`src/rtl/fifo_word_reader.sv`:
```
// fifo_word_reader
//   Read-side consumer for the nibble-wide cdc_fifo, living entirely in the
//   FIFO read clock domain. Pops FIFO entries and packs NIBBLES of them into one
//   word, then presents that word on a valid/ready handshake. A flush request
//   emits a partially filled word. A wrapping counter tracks delivered words.
//
// Ports
//   clock          read-domain clock, rising-edge active
//   reset          asynchronous, active-high reset
//   fifo_empty     FIFO empty flag
//   fifo_read_data FIFO head entry (first-word fall-through)
//   fifo_pop       combinational pop strobe to the FIFO
//   out_data       packed word (registered)
//   out_valid      word available (registered state decode)
//   out_ready      downstream accept
//   out_partial    word was produced by flush with fewer than NIBBLES entries
//   out_nibbles    number of valid entries in out_data
//   flush          single-cycle request to emit the partial accumulator
//   word_count     completed handshakes, wraps modulo 2^COUNT_WIDTH
module fifo_word_reader #(
    parameter  int DATA_WIDTH  = 4,
    parameter  int NIBBLES     = 2,
    parameter  int LOW_FIRST   = 1,
    parameter  int COUNT_WIDTH = 16,
    localparam int WORD_WIDTH  = DATA_WIDTH * NIBBLES,
    localparam int NIB_W       = $clog2(NIBBLES + 1)
) (
    input  logic                   clock,
    input  logic                   reset,
    input  logic                   fifo_empty,
    input  logic [DATA_WIDTH-1:0]  fifo_read_data,
    output logic                   fifo_pop,
    output logic [WORD_WIDTH-1:0]  out_data,
    output logic                   out_valid,
    input  logic                   out_ready,
    output logic                   out_partial,
    output logic [NIB_W-1:0]       out_nibbles,
    input  logic                   flush,
    output logic [COUNT_WIDTH-1:0] word_count
);

    typedef enum logic [0:0] {
        COLLECT = 1'b0,
        HOLD    = 1'b1
    } state_t;

    state_t                 state_r,   state_nxt_s;
    logic [NIB_W-1:0]       index_r,   index_nxt_s;
    logic [WORD_WIDTH-1:0]  acc_r,     acc_nxt_s;
    logic [WORD_WIDTH-1:0]  data_r,    data_nxt_s;
    logic                   partial_r, partial_nxt_s;
    logic [NIB_W-1:0]       nibbles_r, nibbles_nxt_s;
    logic [COUNT_WIDTH-1:0] count_r,   count_nxt_s;

    logic                   handshake_s;
    logic                   pop_s;
    logic [NIB_W-1:0]       fill_s;
    logic [WORD_WIDTH-1:0]  acc_pop_s;

    // Writes one entry into the slot selected by the fill index; slot order
    // follows LOW_FIRST (index 0 lands in the LS slot when LOW_FIRST=1).
    function automatic logic [WORD_WIDTH-1:0] insert_entry(
        input logic [WORD_WIDTH-1:0] acc,
        input logic [NIB_W-1:0]      idx,
        input logic [DATA_WIDTH-1:0] entry
    );
        logic [WORD_WIDTH-1:0] result;
        int                    slot;
        result = acc;
        slot   = (LOW_FIRST != 0) ? int'(idx) : (NIBBLES - 1 - int'(idx));
        for (int s = 0; s < NIBBLES; s++) begin
            result[s*DATA_WIDTH +: DATA_WIDTH] =
                (s == slot) ? entry : result[s*DATA_WIDTH +: DATA_WIDTH];
        end
        return result;
    endfunction

    // Pop decision and next-state / next-output computation.
    always_comb begin
        handshake_s   = (state_r == HOLD) && out_ready;
        pop_s         = !reset && !fifo_empty && ((state_r == COLLECT) || handshake_s);
        state_nxt_s   = state_r;
        index_nxt_s   = index_r;
        acc_nxt_s     = acc_r;
        data_nxt_s    = data_r;
        partial_nxt_s = partial_r;
        nibbles_nxt_s = nibbles_r;
        count_nxt_s   = count_r;
        // In HOLD the accumulator is already clear with index 0, so the same
        // insert path serves the pop that rides along with a handshake.
        fill_s        = index_r + NIB_W'(pop_s);
        acc_pop_s     = pop_s ? insert_entry(acc_r, index_r, fifo_read_data) : acc_r;

        case (state_r)
            COLLECT: begin
                if (fill_s == NIB_W'(NIBBLES)) begin
                    state_nxt_s   = HOLD;
                    data_nxt_s    = acc_pop_s;
                    partial_nxt_s = 1'b0;
                    nibbles_nxt_s = NIB_W'(NIBBLES);
                    index_nxt_s   = {NIB_W{1'b0}};
                    acc_nxt_s     = {WORD_WIDTH{1'b0}};
                end else if (flush && (fill_s != {NIB_W{1'b0}})) begin
                    state_nxt_s   = HOLD;
                    data_nxt_s    = acc_pop_s;
                    partial_nxt_s = 1'b1;
                    nibbles_nxt_s = fill_s;
                    index_nxt_s   = {NIB_W{1'b0}};
                    acc_nxt_s     = {WORD_WIDTH{1'b0}};
                end else begin
                    acc_nxt_s     = acc_pop_s;
                    index_nxt_s   = fill_s;
                end
            end
            HOLD: begin
                if (handshake_s) begin
                    state_nxt_s = COLLECT;
                    count_nxt_s = count_r + COUNT_WIDTH'(1'b1);
                    acc_nxt_s   = acc_pop_s;
                    index_nxt_s = fill_s;
                end else begin
                    state_nxt_s = HOLD;
                end
            end
            default: begin
                state_nxt_s = COLLECT;
                index_nxt_s = {NIB_W{1'b0}};
                acc_nxt_s   = {WORD_WIDTH{1'b0}};
            end
        endcase
    end

    // State, accumulator and output registers.
    always_ff @(posedge clock or posedge reset) begin
        if (reset) begin
            state_r   <= COLLECT;
            index_r   <= {NIB_W{1'b0}};
            acc_r     <= {WORD_WIDTH{1'b0}};
            data_r    <= {WORD_WIDTH{1'b0}};
            partial_r <= 1'b0;
            nibbles_r <= {NIB_W{1'b0}};
            count_r   <= {COUNT_WIDTH{1'b0}};
        end else begin
            state_r   <= state_nxt_s;
            index_r   <= index_nxt_s;
            acc_r     <= acc_nxt_s;
            data_r    <= data_nxt_s;
            partial_r <= partial_nxt_s;
            nibbles_r <= nibbles_nxt_s;
            count_r   <= count_nxt_s;
        end
    end

    assign fifo_pop    = pop_s;
    assign out_valid   = (state_r == HOLD);
    assign out_data    = data_r;
    assign out_partial = partial_r;
    assign out_nibbles = nibbles_r;
    assign word_count  = count_r;

endmodule

```
`config.mk`:
```
export PLATFORM = sky130hd
export DESIGN_NAME = fifo_word_reader
export DESIGN_NICKNAME = d
export VERILOG_FILES = /design/src/rtl/fifo_word_reader.sv
export SDC_FILE = /design/constraint.sdc
export NUM_CORES = 1
export LEC_CHECK = 0
export CORE_MARGIN = 2
export CORE_UTILIZATION = 45
export DETAILED_ROUTE_END_ITERATION = 10
export PLACE_DENSITY_LB_ADDON = 0.1
export SKIP_CTS_REPAIR_TIMING = 1
export SYNTH_ARGS = -nofsm -noshare
export SYNTH_HDL_FRONTEND = slang
export SYNTH_SLANG_ARGS = --single-unit
```
`constraint.sdc`:
```
create_clock -name clock -period 1.8 [get_ports clock]
set_input_delay 0.18 -clock clock [delete_from_list [all_inputs] [get_ports clock]]
set_output_delay 0.18 -clock clock [all_outputs]
set_load 0.02 [all_outputs]
```
# Word-level counts from Yosys, hierarchy flattened
# Index checks and enable logic that the tools add are counted.
# totals
elab_cells,46
register_bits,38
# classes
n_mux,21
n_addsub,2
eq_ne,3
reduce_logical,12
bitwise,1
# ops
op,count
$mux W8,6
$add A16 B1 Y16 const B,1
$pmux W8 S2,1
$mux W2,5
$mux W4,2
$mux W1,5
$logic_and A1 B1 Y1,4
$pmux W2 S2,1
$reduce_and A2 Y1,2
$reduce_bool A2 Y1,2
$add A2 B1 Y2,1
$eq A2 B2 Y1 const A,1
$eq A2 B2 Y1 const B,1
$logic_not A1 Y1,2
$logic_not A2 Y1,1
$ne A2 B1 Y1 const B,1
$pmux W1 S2,1
$logic_or A1 B1 Y1,1
$not A1 Y1,1

# Logic depth before layout (Yosys ltp)
# Gate-level depths: netlist of the first run.
# logic_depth
ltp_word,9
depth_mapped,6

# Worst setup path before layout of the first run
# Ideal clock, no wire load.
# synth_path
path_kind,register to register
startpoint,register index_r[0]
endpoint,register data_r[0] (netlist: out_data[0])
arrival_time_ns,1.705
path_stages_with_launch,5
path_slack_ns,-0.029
required_ns,1.675
synth_period_minus_slack_ns,1.829
path_cell_list,dfrtp_1 clkbuf_1 maj3_1 a211oi_4 mux2_2
# synth_via
elab_chain_len,5
word_cells_on_any_way,11
classes_between,1 x add/sub; 1 x eq/ne; 4 x mux; 5 x reduce/logical
# synth_lines
item,line_no,rtl
"start, declared",48,"logic [NIB_W-1:0] index_r, index_nxt_s;"
"start signal, assigned",137,index_r <= {NIB_W{1'b0}};
"start signal, assigned",145,index_r <= index_nxt_s;
$add A2 B1 Y2 or $logic_not A2 Y1 (tied branches),"91, 73",
$reduce_bool A2 Y1 or $mux W4 (tied branches),"103, 73",
$logic_and A1 B1 Y1 or $mux W8 (tied branches),"103, 92",
$reduce_bool A2 Y1 (no source line) or $mux W8 (tied branches),-,
$reduce_and A2 Y1 (no source line) or $mux W8 (tied branches),-,
"end signal, assigned",139,data_r <= {WORD_WIDTH{1'b0}};
"end signal, assigned",147,data_r <= data_nxt_s;
"end, declared",50,"logic [WORD_WIDTH-1:0] data_r, data_nxt_s;"
# Several ways; a longest one is shown, not always the timed one. The select of a mux whose other input is x is not followed.
# A chain may end at the register's enable or synchronous reset.

# Final worst setup path of the first run
# layout_path
startpoint,input port fifo_empty
endpoint,register data_r[0] (netlist: out_data[0])
# layout_via
elab_chain_len,8
word_cells_on_any_way,12
classes_between,1 x add/sub; 1 x eq/ne; 3 x mux; 7 x reduce/logical
# layout_lines
item,line_no,rtl
"start, declared",30,"input logic fifo_empty,"
$logic_not A1 Y1 (*),81,pop_s = !reset && !fifo_empty && ((state_r == COLLECT) || handshake_s);
$logic_and A1 B1 Y1 (*) (2 in series),81,
$add A2 B1 Y2,91,fill_s = index_r + NIB_W'(pop_s);
$reduce_bool A2 Y1,103,end else if (flush && (fill_s != {NIB_W{1'b0}})) begin
$logic_and A1 B1 Y1,103,
$reduce_bool A2 Y1 (no source line),-,
$reduce_and A2 Y1 (no source line),-,
# Every way passes the cells marked *; elsewhere a longest branch is shown, timed or not. The select of a mux whose other input is x is not followed.

==> parameters.txt, run 1 <==
Parameter                              Value

Critical path
  Crit Path Max Fanout    6
  Cell Chain, Critical Path    clkdlybuf4s50_1 -> or2_4 -> nor4_4 -> buf_4 -> mux2_2 -> mux2_2
  Most used cell, CP    mux2_2
  CP max-delay cell    clkdlybuf4s50_1
  Kind of cell adding the most delay to the critical path    buffers and inverters
  CP Buf/Inv Count    2
  Setup Crit Path Kind    input port to register
  Slowest cell delay on critical path    0.46 ns
  Type of element capturing the critical path    register
  Data required time of the critical path    1.98 ns
  Arrival time at the worst endpoint    1.91 ns
  Startpoint kind of the worst setup timing path    input port

Clock tree
  Clock buffer count from CTS    5
  Clock sink total    38
  Number of buffers on the longest clock path    2
  CTS tree    yes
  Worst-Skew Late Latency    0.29 ns
  CTS Root Buffer Type    clkbuf_8
  CTS H-Tree Depth    2
  Clock slew at the register clock pins of the worst setup and hold paths    0.08 ns

Route
  Detailed router's first-iteration violation count    63
  Final WL    4090 µm
  Vias per std cell    5.48
  DRC viols    0
  DR pass1 iterations    4
  Via Count    1485
  Routed WL per cell    15.1 µm
  Detail Route Antenna Nets    0

STA
  Final-report max-slew violation count    0
  Fraction of the cycle the final worst path needs    96.2%
  Final Skew    0.00753 ns
  Number of hold-slack violations in the final timing report    0
  Crit path setup slack, layout    0.0686 ns
  Highest Clock Rate    578 MHz
  Relative slew margins    73.6%
  Final min period    1.73 ns
  Worst slew pin tran    0.397 ns
  Setup TNS    0 ns
  Final setup violation count    0

Global route
  Overall Global Routing Usage    19.6%
  Maximum number of pins on one net before global-route repair    24
  GRT overflow    0
  Wire length of the first global-routing pass    6800 µm
  Number of global-route vias before repair    1507
  Number of antenna violations at the first check in global routing    0

Placed design
  Setup slack at placement    -0.347 ns
  Port-buffer cells    37
  HPWL reported at the end of detailed placement    3050 µm
  Global placer's final weighted congestion    0.830
  Total placed instance area    0.00247 mm²

Power
  Max IR drop VDD    0.672 mV
  Total chip power    3.34 mW
  Leakage power    1.16 nW
  P per Cell Area    1290 mW/mm²

Layout
  Filler instances    308
  Area of all placed cells without fillers    0.00258 mm²
  Ratio of cells with drive above 1 in the final layout    26.2%
  Register area    951 µm²
  Area of the multi-input gates    868 µm²
  Most common cell after layout, fill and taps aside    dfrtp_1
  Antenna Cells    0
  Most used cells in the layout excluding fill and tap cells    38 x dfrtp_1, 36 x clkdlybuf4s50_1, 21 x buf_4, 17 x mux2_2, 10 x xnor2_1
  Area added between synthesis and finish    40.2%
  Nets@finish    230

Die
  Die Span X    68.0 µm
  Initial cell density of the core    46.4%
  Number of core rows    23
  Total die area    0.00462 mm²
  Overall die height    68.0 µm
  Core Footprint    0.00397 mm²
  Num ports    38

Yosys
  Cells after synthesis    157
  Dominant cell type by area after synthesis    dfrtp_1
  Post-Syn Area    0.00184 mm²
  Area share of the largest cell type after synthesis    51.6%
  Flop and latch count out of synthesis    38
  Syn Nets    167
  Cell types occupying the most area after synthesis    dfrtp_1 52%, mux2_2 10%, xnor2_1 4.8%
  Average instance area after synthesis    11.7 µm²
  Count of synthesis-stage warnings from yosys    0
  Sequential fraction of the synthesis area    51.6%
  Number of different library cells in the post-synthesis netlist    41

Outcome
  Result of the run    completed

Run
  Number of max-cap violations    0

Worst hold path
  Min-Delay Path Class    input port to async pin
==> worst reg2reg max path: cells and delay by family, from the launching register on <==
family / cells / cell delay [ns]
multiplexers: 2 / 0.59
AND/OR/NAND/NOR: 1 / 0.24
buffers and inverters: 2 / 0.34
flip-flops: 1 / 0.42
==> synthesized netlist by cell type <==
library cell / instances
nand2b_1: 3
and2_1: 1
xor2_1: 6
o2bb2ai_1: 1
nor3_1: 3
o31ai_1: 1
a32o_1: 4
nor2_1: 8
inv_1: 4
ha_1: 1
a32oi_1: 1
nor4_4: 1
a311oi_1: 1
nand2_1: 9
or4_1: 1
nor4_1: 1
o21ai_0: 1
nor2_2: 1
o21a_1: 1
or2_2: 1
and4_1: 1
o21ba_2: 1
xnor2_1: 10
o311ai_0: 1
and3_1: 4
buf_2: 2
a211o_2: 1
a211oi_4: 1
nand4_1: 3
a22o_1: 5
o22a_1: 2
o221ai_1: 1
maj3_1: 1
o211a_1: 1
a211oi_1: 1
dfrtp_1: 38
a21oi_1: 3
nor2b_1: 3
clkbuf_1: 3
mux2_2: 17
nand3_1: 8
==> through the flow <==
step	util [%]	hold slack (ns)	std cells
after global placement	62.2	0.455	263
after floorplan	-	0.284	157
final	65.0	0.439	271
after global routing	65.0	0.480	271
after CTS	64.6	0.434	271
after detailed placement	62.2	0.466	263
==> final cells by class <==
cell class                      count  area share, %
Multi-Input combinational cell    110           33.6
Timing Repair Buffer               61           22.9
Tap cell                           50           2.42
Inverter                            4          0.581
Clock inverter                      2          0.484
Sequential cell                    38           36.8
Clock buffer                        6           3.20
==> routing by layer <==
| layer | global-route usage (%) | part of all wire, % |
|---|---|---|
| met4 | 9.50 | 2.1 |
| met3 | 4.11 | 3.9 |
| met1 | 23.1 | 44 |
| met5 | 0 | 0 |
| met2 | 33.9 | 50 |
==> report_power, final <==
part / switching [mW] / internal, mW / leakage, nW
registers: 0.175 / 1.07 / 0.500
clock network: 0.312 / 0.308 / 0.0472
logic: 0.677 / 0.793 / 0.612
total: 1.16 / 2.17 / 1.16
==> cell families after synthesis <==
| logic type | share of synthesized area (%) |
|---|---|
| adders and majority gates | 1.22 |
| AOI/OAI and AO/OA | 12.9 |
| xor gates and xnor gates | 7.61 |
| DFF | 51.6 |
| muxes | 10.4 |
| and+or+nand+nor | 14.3 |
| buffers and inverters | 1.97 |
==> state kept, by name, summed over array words and instances (netlist names) <==
signal and count:
out_valid 1, out_partial 1, word_count 16, index_r 2, out_data 8, out_nibbles 2
acc_r 8
==> final timing paths <==
| path | start | end | slack [ns] | cells past startpoint |
|---|---|---|---|---|
| worst max-delay path | fifo_empty | out_data[0] | 0.07 | 6 |
| worst min-delay path | reset | word_count[11] | 0.44 | 4 |
| worst max register to register | index_r[0] | out_data[0] | 0.10 | 5 |
| worst min register to register | word_count[15] | word_count[15] | 0.47 | 1 |
| max in group asynchronous | reset | index_r[1] | 1.09 | 4 |
| min in group clock | word_count[15] | word_count[15] | 0.47 | 1 |
(Power assumes the default switching activity.)
==> run 2, diff against run 1 <==
Settings changed: ABC_CLOCK_PERIOD_IN_PS set to 1800.
==> results of run 2 <==
Final layout, timing and power as in run 1 (identical DEF).
==> edit, RTL diff (flow settings as in run 1) <==
Put one more register stage on the output `word_count`, cleared by the reset. The value now appears one clock later. The other outputs are not delayed to match.
--- a/src/rtl/fifo_word_reader.sv
+++ b/src/rtl/fifo_word_reader.sv
@@ -156,7 +156,13 @@
     assign out_data    = data_r;
     assign out_partial = partial_r;
     assign out_nibbles = nibbles_r;
-    assign word_count  = count_r;
+    always_ff @(posedge clock or posedge reset) begin
+        if (reset) begin
+            word_count <= '0;
+        end else begin
+            word_count <= count_r;
+        end
+    end
 
 endmodule
 
Formal check against the unedited RTL: not equivalent (a bounded check fails within 4 cycles, from zero or initial values and one cycle with reset high).
==> edit against run 1 <==
- combinational power shrank 7%
- power grew 16%
- largest cell class unchanged
- sequential power grew 37%
- register-to-register slack gained 0.10 ns
- fmax grew 3.9%
- sequential cell count grew 16
- routed wire length grew 2.4%
- synthesized area grew 19%
- setup slack gained 0.066 ns
- critical path depth shrank 1
- die area grew 18%
- final area grew 13%
- synthesized cell count grew 13%
- critical path type unchanged
==> edit: results (changes against run 1) <==
- Depth of the worst register-to-register path: 4 (-1)
- The via count of the first global-routing pass is 1,594 (+5.8%).
- The maximum number of pins on one net before global-route repair was 41 (+71%).
* Register area share after synthesis: 61.7% (+10 points)
* Cell Count Post-Placement: 297 (+13%)
- The first-pass GRT wire length is 7.14 mm (+5.1%).
- Post-synth cell types: 35 (-15%)
- The number of detailed-route iterations in the first pass is 2 (-2).
- Leak Pwr: 1.39 nW (+20%)
- The wire length after detailed routing came to 4.19 mm (+2.4%).
- Flop2flop setup slack: 0.20 ns (+0.10 ns)
- Max Clock Skew: 0.00399 ns (-0.00354 ns)
- Reg-to-reg startpoint: index_r[0]
* Cell area after placement: 2780 sq um (+12%)
- Arrival time reported for the critical path endpoint: 1.86 ns (-0.05 ns)
* Crit. Startpoint: out_ready
- The global-route track usage on met2 is 28.9% (-5.0 points).
- Crit Path Max Fanout: 4 (-2)
- Final hold slack: 0.126 ns (-0.313 ns)
* Cells after Synth: 178 (+13%)
- Final GP Congestion: 0.855 (+3.0%)
* Vias: 1,491 (+0.40%)
* Met1 usage: 21.0% (-2.2 points)
* Post-DR wirelength/cell: 13.8 microns (-8.7%)
- Capture instance of the worst register-to-register path: out_data[5]
- The all-layer global routing usage was 17.2% (-2.4 points).
- Worst setup path end: acc_r[6]
* Worst-case headroom to the max-slew limit: 76.6% (+3.0 points)
* Outcome: completed
- Met3 track utilization from global routing: 4.66% (+0.55 points)
- The minimum period implied by the final worst setup slack came to 1.67 ns (-0.0658 ns).
* Delay of the slowest cell on the worst path: 0.54 ns (+0.08 ns)
[edit: changes by cell type in the layout (fill, tap and decap cells not counted), moves of 3 or more]
cell / delta
sky130_fd_sc_hd__inv_1: +3
sky130_fd_sc_hd__a32o_1: -4
sky130_fd_sc_hd__mux2_2: -9
sky130_fd_sc_hd__nor3_1: +4
sky130_fd_sc_hd__and3_1: -3
sky130_fd_sc_hd__o21ai_0: +7
sky130_fd_sc_hd__mux2i_1: +8
sky130_fd_sc_hd__nor2_1: +5
sky130_fd_sc_hd__dfrtp_1: +16
[edit: routing by layer]
layer / wire (microns) / share of wire (%)
met1: 1850 / 44
met2: 2150 / 51
met3: 124 / 3.0
met4: 71 / 1.7
met5: 0 / 0
[edit: layout make-up]
cell class | count | area [sq um]
multi-input combinational | 111 | 792
inverter | 8 | 30.0
clock inverter | 1 | 30.0
tap | 67 | 83.8
fill | 378 | 1810
sequential | 54 | 1350
clock buffer | 6 | 82.6
timing repair buffer | 57 | 541
[edit: cells by family (layout without fill, tap and decap cells)]
family                   Yosys count  count (layout)  synth area share (%)
flip-flops                        54              54                  61.7
AND/OR/NAND/NOR                   54              54                  12.9
AO/OA/AOI/OAI                     23              23                  7.31
multiplexers                      17              17                  8.45
XOR/XNOR                          16              16                  6.40
buffers and inverters             13              72                  2.74
adder cells (fa/ha/maj)            1               1                 0.571
[edit: report_power, final]
part	switching, mW	internal [mW]
Sequential	0.212	1.50
Combinational	0.660	0.697
Clock	0.374	0.445
[edit: tightest hold or removal path: cells and delay by family]
kind / cells / cell delay [ns]
buf+inv: 3 / 0.66
